File: src/rtl/rs_pkg.sv
// Shared types and sizes for the reservation-station issue scheduler.
//   RS_ENTRIES / RS_TAG_W / RS_PAYLOAD_W : default geometry of the station
//   CNT_W                                : width of the occupancy counter
//   rs_entry_t                           : one station slot (valid, sources, payload)
package rs_pkg;

   localparam int RS_ENTRIES   = 4;
   localparam int RS_TAG_W     = 4;
   localparam int RS_PAYLOAD_W = 32;
   localparam int CNT_W        = $clog2(RS_ENTRIES + 1);

   typedef struct packed {
      logic                    valid;
      logic [RS_TAG_W-1:0]     src1_tag;
      logic                    src1_rdy;
      logic [RS_TAG_W-1:0]     src2_tag;
      logic                    src2_rdy;
      logic [RS_PAYLOAD_W-1:0] payload;
   } rs_entry_t;

endpackage

File: src/rtl/age_matrix.sv
// Age ordering for the station entries.
//   clk_i, reset_i : clock, synchronous active-high reset (clears the matrix)
//   alloc_i        : one-hot entry being allocated this edge (or zero)
//   free_i         : entries being released this edge (any number of bits)
//   valid_i        : currently occupied entries (registered state)
//   req_i          : entries competing for selection
//   grant_o        : one-hot oldest requesting entry (zero if no request)
module age_matrix
   import rs_pkg::*;
#(
   parameter int ENTRIES = RS_ENTRIES
) (
   input  logic               clk_i,
   input  logic               reset_i,
   input  logic [ENTRIES-1:0] alloc_i,
   input  logic [ENTRIES-1:0] free_i,
   input  logic [ENTRIES-1:0] valid_i,
   input  logic [ENTRIES-1:0] req_i,
   output logic [ENTRIES-1:0] grant_o
);

   // older_q[i][j] == 1 means entry i was allocated before entry j.
   logic [ENTRIES-1:0] older_q [ENTRIES];
   logic [ENTRIES-1:0] older_d [ENTRIES];

   always_comb begin
      older_d = older_q;
      for (int j = 0; j < ENTRIES; j++) begin
         if (free_i[j]) begin
            for (int i = 0; i < ENTRIES; i++) older_d[i][j] = 1'b0;
         end
      end
      // A new entry is younger than everything already resident and older than nothing.
      for (int k = 0; k < ENTRIES; k++) begin
         if (alloc_i[k]) begin
            older_d[k] = '0;
            for (int j = 0; j < ENTRIES; j++) older_d[j][k] = valid_i[j];
         end
      end
   end

   // An entry wins when no other requesting entry is older than it.
   always_comb begin
      grant_o = '0;
      for (int i = 0; i < ENTRIES; i++) begin
         grant_o[i] = req_i[i];
         for (int j = 0; j < ENTRIES; j++) begin
            if (req_i[j] && older_q[j][i]) grant_o[i] = 1'b0;
         end
      end
   end

   always_ff @(posedge clk_i) begin
      if (reset_i) begin
         for (int i = 0; i < ENTRIES; i++) older_q[i] <= '0;
      end else begin
         older_q <= older_d;
      end
   end

endmodule

File: src/rtl/rs_issue_scheduler.sv
// Reservation-station scheduler feeding one functional unit.
//   clk_i, reset_i, flush_i         : clock, sync active-high reset, squash-all
//   alloc_valid_i / alloc_ready_o    : dispatch handshake; alloc_src*_*, alloc_payload_i op fields
//   cdb_valid_i, cdb_tag_i           : result broadcast used to wake waiting sources
//   issue_valid_o / issue_ready_i    : FU handshake; issue_payload_o, issue_entry_o describe the op
//   count_o                          : number of occupied entries
module rs_issue_scheduler
   import rs_pkg::*;
#(
   parameter int ENTRIES   = RS_ENTRIES,
   parameter int TAG_W     = RS_TAG_W,
   parameter int PAYLOAD_W = RS_PAYLOAD_W
) (
   input  logic                 clk_i,
   input  logic                 reset_i,
   input  logic                 flush_i,
   input  logic                 alloc_valid_i,
   output logic                 alloc_ready_o,
   input  logic [TAG_W-1:0]     alloc_src1_tag_i,
   input  logic                 alloc_src1_rdy_i,
   input  logic [TAG_W-1:0]     alloc_src2_tag_i,
   input  logic                 alloc_src2_rdy_i,
   input  logic [PAYLOAD_W-1:0] alloc_payload_i,
   input  logic                 cdb_valid_i,
   input  logic [TAG_W-1:0]     cdb_tag_i,
   output logic                 issue_valid_o,
   input  logic                 issue_ready_i,
   output logic [PAYLOAD_W-1:0] issue_payload_o,
   output logic [ENTRIES-1:0]   issue_entry_o,
   output logic [CNT_W-1:0]     count_o
);

   rs_entry_t          entries_q [ENTRIES];
   rs_entry_t          entries_d [ENTRIES];
   logic               lock_q, lock_d;
   logic [ENTRIES-1:0] lock_oh_q, lock_oh_d;
   logic [CNT_W-1:0]   count_q, count_d;

   logic [ENTRIES-1:0] valid_vec, elig_vec, grant, sel_oh, free_oh, alloc_oh;
   logic               free_found, alloc_fire, issue_fire;

   always_comb begin
      for (int i = 0; i < ENTRIES; i++) begin
         valid_vec[i] = entries_q[i].valid;
         elig_vec[i]  = entries_q[i].valid & entries_q[i].src1_rdy & entries_q[i].src2_rdy;
      end
   end

   // Lowest-index free slot; zero when the station is full.
   always_comb begin
      alloc_oh   = '0;
      free_found = 1'b0;
      for (int i = 0; i < ENTRIES; i++) begin
         if (!valid_vec[i] && !free_found) begin
            alloc_oh[i] = 1'b1;
            free_found  = 1'b1;
         end
      end
   end

   // Readiness comes from registered occupancy only, so a slot freed by an
   // issue this cycle is not offered to dispatch until the next cycle.
   assign alloc_ready_o = ~&valid_vec;
   assign alloc_fire    = alloc_valid_i & alloc_ready_o & ~flush_i;

   // A stalled presentation stays pinned to its entry until accepted or flushed.
   assign sel_oh          = lock_q ? lock_oh_q : grant;
   assign issue_valid_o   = (|sel_oh) & ~flush_i;
   assign issue_fire      = issue_valid_o & issue_ready_i;
   assign issue_entry_o   = sel_oh;
   assign count_o         = count_q;
   assign free_oh         = flush_i ? '1 : (issue_fire ? sel_oh : '0);

   always_comb begin
      issue_payload_o = '0;
      for (int i = 0; i < ENTRIES; i++) begin
         if (sel_oh[i]) issue_payload_o = issue_payload_o | entries_q[i].payload;
      end
   end

   age_matrix #(.ENTRIES(ENTRIES)) u_age (
      .clk_i   (clk_i),
      .reset_i (reset_i),
      .alloc_i (alloc_oh & {ENTRIES{alloc_fire}}),
      .free_i  (free_oh),
      .valid_i (valid_vec),
      .req_i   (elig_vec),
      .grant_o (grant)
   );

   always_comb begin
      entries_d = entries_q;
      lock_d    = lock_q;
      lock_oh_d = lock_oh_q;
      count_d   = count_q;
      if (flush_i) begin
         for (int i = 0; i < ENTRIES; i++) entries_d[i].valid = 1'b0;
         lock_d    = 1'b0;
         lock_oh_d = '0;
         count_d   = '0;
      end else begin
         if (cdb_valid_i) begin
            for (int i = 0; i < ENTRIES; i++) begin
               if (entries_q[i].src1_tag == cdb_tag_i) entries_d[i].src1_rdy = 1'b1;
               if (entries_q[i].src2_tag == cdb_tag_i) entries_d[i].src2_rdy = 1'b1;
            end
         end
         if (issue_fire) begin
            for (int i = 0; i < ENTRIES; i++) begin
               if (sel_oh[i]) entries_d[i].valid = 1'b0;
            end
            lock_d    = 1'b0;
            lock_oh_d = '0;
         end else if (issue_valid_o) begin
            lock_d    = 1'b1;
            lock_oh_d = sel_oh;
         end
         // A broadcast in the allocation cycle is folded into the new entry.
         if (alloc_fire) begin
            for (int i = 0; i < ENTRIES; i++) begin
               if (alloc_oh[i]) begin
                  entries_d[i] = '{
                     valid:    1'b1,
                     src1_tag: alloc_src1_tag_i,
                     src1_rdy: alloc_src1_rdy_i | (cdb_valid_i && (cdb_tag_i == alloc_src1_tag_i)),
                     src2_tag: alloc_src2_tag_i,
                     src2_rdy: alloc_src2_rdy_i | (cdb_valid_i && (cdb_tag_i == alloc_src2_tag_i)),
                     payload:  alloc_payload_i
                  };
               end
            end
         end
         count_d = count_q + CNT_W'(alloc_fire) - CNT_W'(issue_fire);
      end
   end

   always_ff @(posedge clk_i) begin
      if (reset_i) begin
         for (int i = 0; i < ENTRIES; i++) entries_q[i].valid <= 1'b0;
         lock_q    <= 1'b0;
         lock_oh_q <= '0;
         count_q   <= '0;
      end else begin
         entries_q <= entries_d;
         lock_q    <= lock_d;
         lock_oh_q <= lock_oh_d;
         count_q   <= count_d;
      end
   end

endmodule

File: config.mk
export PLATFORM = sky130hd
export DESIGN_NAME = rs_issue_scheduler
export DESIGN_NICKNAME = d
export VERILOG_FILES = /design/src/rtl/rs_pkg.sv /design/src/rtl/age_matrix.sv /design/src/rtl/rs_issue_scheduler.sv
export SDC_FILE = /design/constraint.sdc
export NUM_CORES = 1
export LEC_CHECK = 0
export CELL_PAD_IN_SITES_DETAIL_PLACEMENT = 0
export CELL_PAD_IN_SITES_GLOBAL_PLACEMENT = 1
export CORE_MARGIN = 1.5
export CORE_UTILIZATION = 42
export CTS_CLUSTER_SIZE = 30
export DETAILED_ROUTE_END_ITERATION = 8
export PLACE_DENSITY = 0.87
export REMOVE_ABC_BUFFERS = 1
export SYNTH_ARGS = -nofsm -noshare
export SYNTH_HDL_FRONTEND = slang
export SYNTH_HIERARCHICAL = 1
export SYNTH_SLANG_ARGS = --single-unit
File: constraint.sdc
create_clock -name clk_i -period 5.7 [get_ports clk_i]
set_clock_uncertainty 0.15 [all_clocks]
set_input_delay 0.855 -clock clk_i [delete_from_list [all_inputs] [get_ports clk_i]]
set_output_delay 0.855 -clock clk_i [all_outputs]
set_load 0.01 [all_outputs]
==> qor.csv <==
metric,value,unit
status,completed,
"Slowest-stage cell, CP",mux2_4,
RSZ-0062 raised after global routing,false,
final slew viol count,0,
Final Critical Period,4181,ps
CP max FO,38,
Initial Util,42.59,%
via density per instance,5.389,
r2r worst-path depth,12,
global-route wire length before repair,25300,µm
sequential element share of the synthesized area,70.60,%
Final #Nets,666,
Top Ports,93,
antenna violations before repair,0,
Startpoint Class,flip-flop,
Syn. warnings,6,
area share of the largest cell type after synthesis,63.54,%
"Clk Latency, worst-skew pair",440,ps
"Reg clk slew, reported paths",70,ps
setup TNS,0,ps
Synth async-reset ratio,0,%
final core occ,51.51,%
max cap viols,0,
placer's final routability congestion estimate,0.8145,
Ant. Diodes,0,
share of cells above drive strength 1,13.78,%
PortBufs,92,
postcts setup bufs,0,
largest cells by area after synthesis,"edfxtp_1 (64%), dfxtp_1 (7.1%), a22oi_1 (4.5%)",
final-report hold violation count,0,
worst hold stages,2,
final WL,15960,µm
Sink Count,196,
Worst Hold Class,flip-flop to flip-flop,
drt pass-1 iters,5,
Yosys cell types,39,
CP required,4700,ps
max_slew headroom,19.89,%
hold_sp,lock_oh_q[2],
CTS buffer count,17,
synthesized area per cell,15.21,µm²
"Top FF cell, synth",edfxtp_1,
r2r startpoint,entries_q[171],
die height,140.5,µm
"Arr. time, crit path",3180,ps
DRC viols,0,
DR iter-0 viols,434,
detailed-route via count,4624,
worst slew pin tran,1199,ps
root buf cell,clkbuf_16,
P_int,2.241,mW
CP startpoint,entries_q[171],
P_sw,0.6056,mW
Hold Slack,325.6,ps
CP peak stage delay,620,ps
Clock power frac,40.6,%
design area,9603,µm²
Pleak,3.135,nW
die area,19740,µm²
Layout area overhead,20.94,%
worst-case clock buffer depth,2,
peak supply drop,0.1938,mV
vias in the first global route,4699,
crit path cell chain,"and3_1, and4b_1, mux2_4, a22oi_1, nand2_1, clkdlybuf4s50_1",
WL per Instance,18.60,µm
die width,140.5,µm
"EDFF count, synth",168,
#FFs+latches synth,196,
gr ovfl total,0,
synthesized instance count,522,
post-route ant nets,0,
post-cts resize count,0,
CTS HTree Levels,4,
CTS tree,yes,
fin crit share,73.35,%
placed cell area,9026,µm²
sw frac,21.27,%
largest net degree at the start of global routing,41,
Crit. End Element,output port,
final setup fails,0,
Logic pwr share,4.0,%
Max Clock Freq,239.2,MHz
Setup CP Type,flip-flop to output port,
PD cells,296.4,nW/µm²
Sequential Power Share,55.3,%
cell row count,50,
total track usage,16.96,%
Mapped Area,7940,µm²
biggest area consumer among synthesized cells,edfxtp_1,
area of the core,18640,µm²
Hold Buf Count CTS,0,
dpl hpwl,9849,µm
fillcell total,1500,
[power groups by stage]
stage,clock [mW],combinational (mW),sequential (mW)
detailed placement,0,0.115,1.61
global route,1.23,0.125,1.58
CTS,1.17,0.116,1.58
floorplan,0,0.0394,1.61
global placement,0,0.112,1.61
finish,1.16,0.115,1.58
[synthesized netlist by cell type, types with 2 or more instances]
master	n
edfxtp_1	168
nand2_1	56
a22oi_1	48
xor2_1	30
a22oi_2	28
dfxtp_1	28
a21oi_1	20
nor2_1	19
nor3_1	12
xnor2_1	12
buf_2	11
buf_6	7
nand2b_1	7
nand3_1	7
or3b_2	7
or4b_1	6
buf_4	5
inv_1	5
and3_1	4
and4b_1	4
mux2_4	4
a211oi_1	3
a21o_1	3
clkbuf_1	3
nor3_2	3
or3b_1	3
a311oi_1	2
a31oi_1	2
and2_1	2
ha_1	2
nor4_1	2
or2_2	2
[cell type report]
type	count	area [µm²]	share of cell area [%]
Inverter	5	18.77	0.1954
Clock inverter	14	147.6	1.537
Timing Repair Buffer	96	950.9	9.902
Sequential cell	196	5605	58.37
Tap cell	234	292.8	3.049
Multi-Input combinational cell	295	2158	22.48
Clock buffer	18	429.2	4.469
[critical path, delay by kind of cell (launching register included)]
kind                   cells  cell delay (ps)
AND/OR/NAND/NOR            3              740
AO/OA/AOI/OAI              1              210
flip-flops                 1              610
multiplexers               1              620
buffers and inverters      1              540
[flip-flops by register name (all words and copies together) (netlist names)]
| signal | flops |
|---|---|
| u_age/older_q | 16 |
| lock_q | 1 |
| lock_oh_q | 4 |
| count_o | 3 |
| entries_q | 172 |
[final timing paths]
path	end	slack [ps]
min reg2reg	lock_oh_q[2]	330
min	lock_oh_q[2]	330
max reg2reg	count_o[2]	2010
max	issue_payload_o[2]	1520
[through the flow]
stage | total power [mW] | instances | setup WS [ps]
finish | 2.846 | 858 | 1519
global route | 2.932 | 858 | 1377
CTS | 2.863 | 858 | 1497
detailed placement | 1.723 | 826 | 1646
global placement | 1.718 | 826 | 1726
floorplan | 1.647 | 496 | 19.98
[cells in the final DEF (no fill, tap or decap), types with 5 or more instances in the layout]
cell type and instances:
clkdlybuf4s50_1 92, a21oi_1 20, nor3_1 11, nand2b_1 7, dfxtp_1 28, nand2_1 56
inv_1 5, or3b_2 7, or4b_1 6, xor2_1 30, xnor2_1 12, a22oi_2 28
edfxtp_1 168, a22oi_1 48, nor2_1 19, nand3_1 7, clkbuf_16 17
[logic make-up after synthesis]
group                    Yosys count  share of synthesized area [%]
flip-flops                       196                          70.60
AND/OR/NAND/NOR                  139                          9.644
AO/OA/AOI/OAI                    107                          11.27
XOR/XNOR                          42                          4.633
buffers and inverters             31                          2.537
multiplexers                       4                         0.7564
adder cells (fa/ha/maj)            3                         0.5672
[metal layers]
| metal | track usage (%) | vias to the layer above | routed length, µm |
|---|---|---|---|
| li1 | - | 2178 | - |
| met1 | 21.54 | 2298 | 7107 |
| met2 | 28.63 | 135 | 7951 |
| met3 | 3.692 | 13 | 686 |
| met4 | 6.360 | 0 | 215 |
| met5 | 0 | - | 0 |
(Power assumes the default switching activity.)
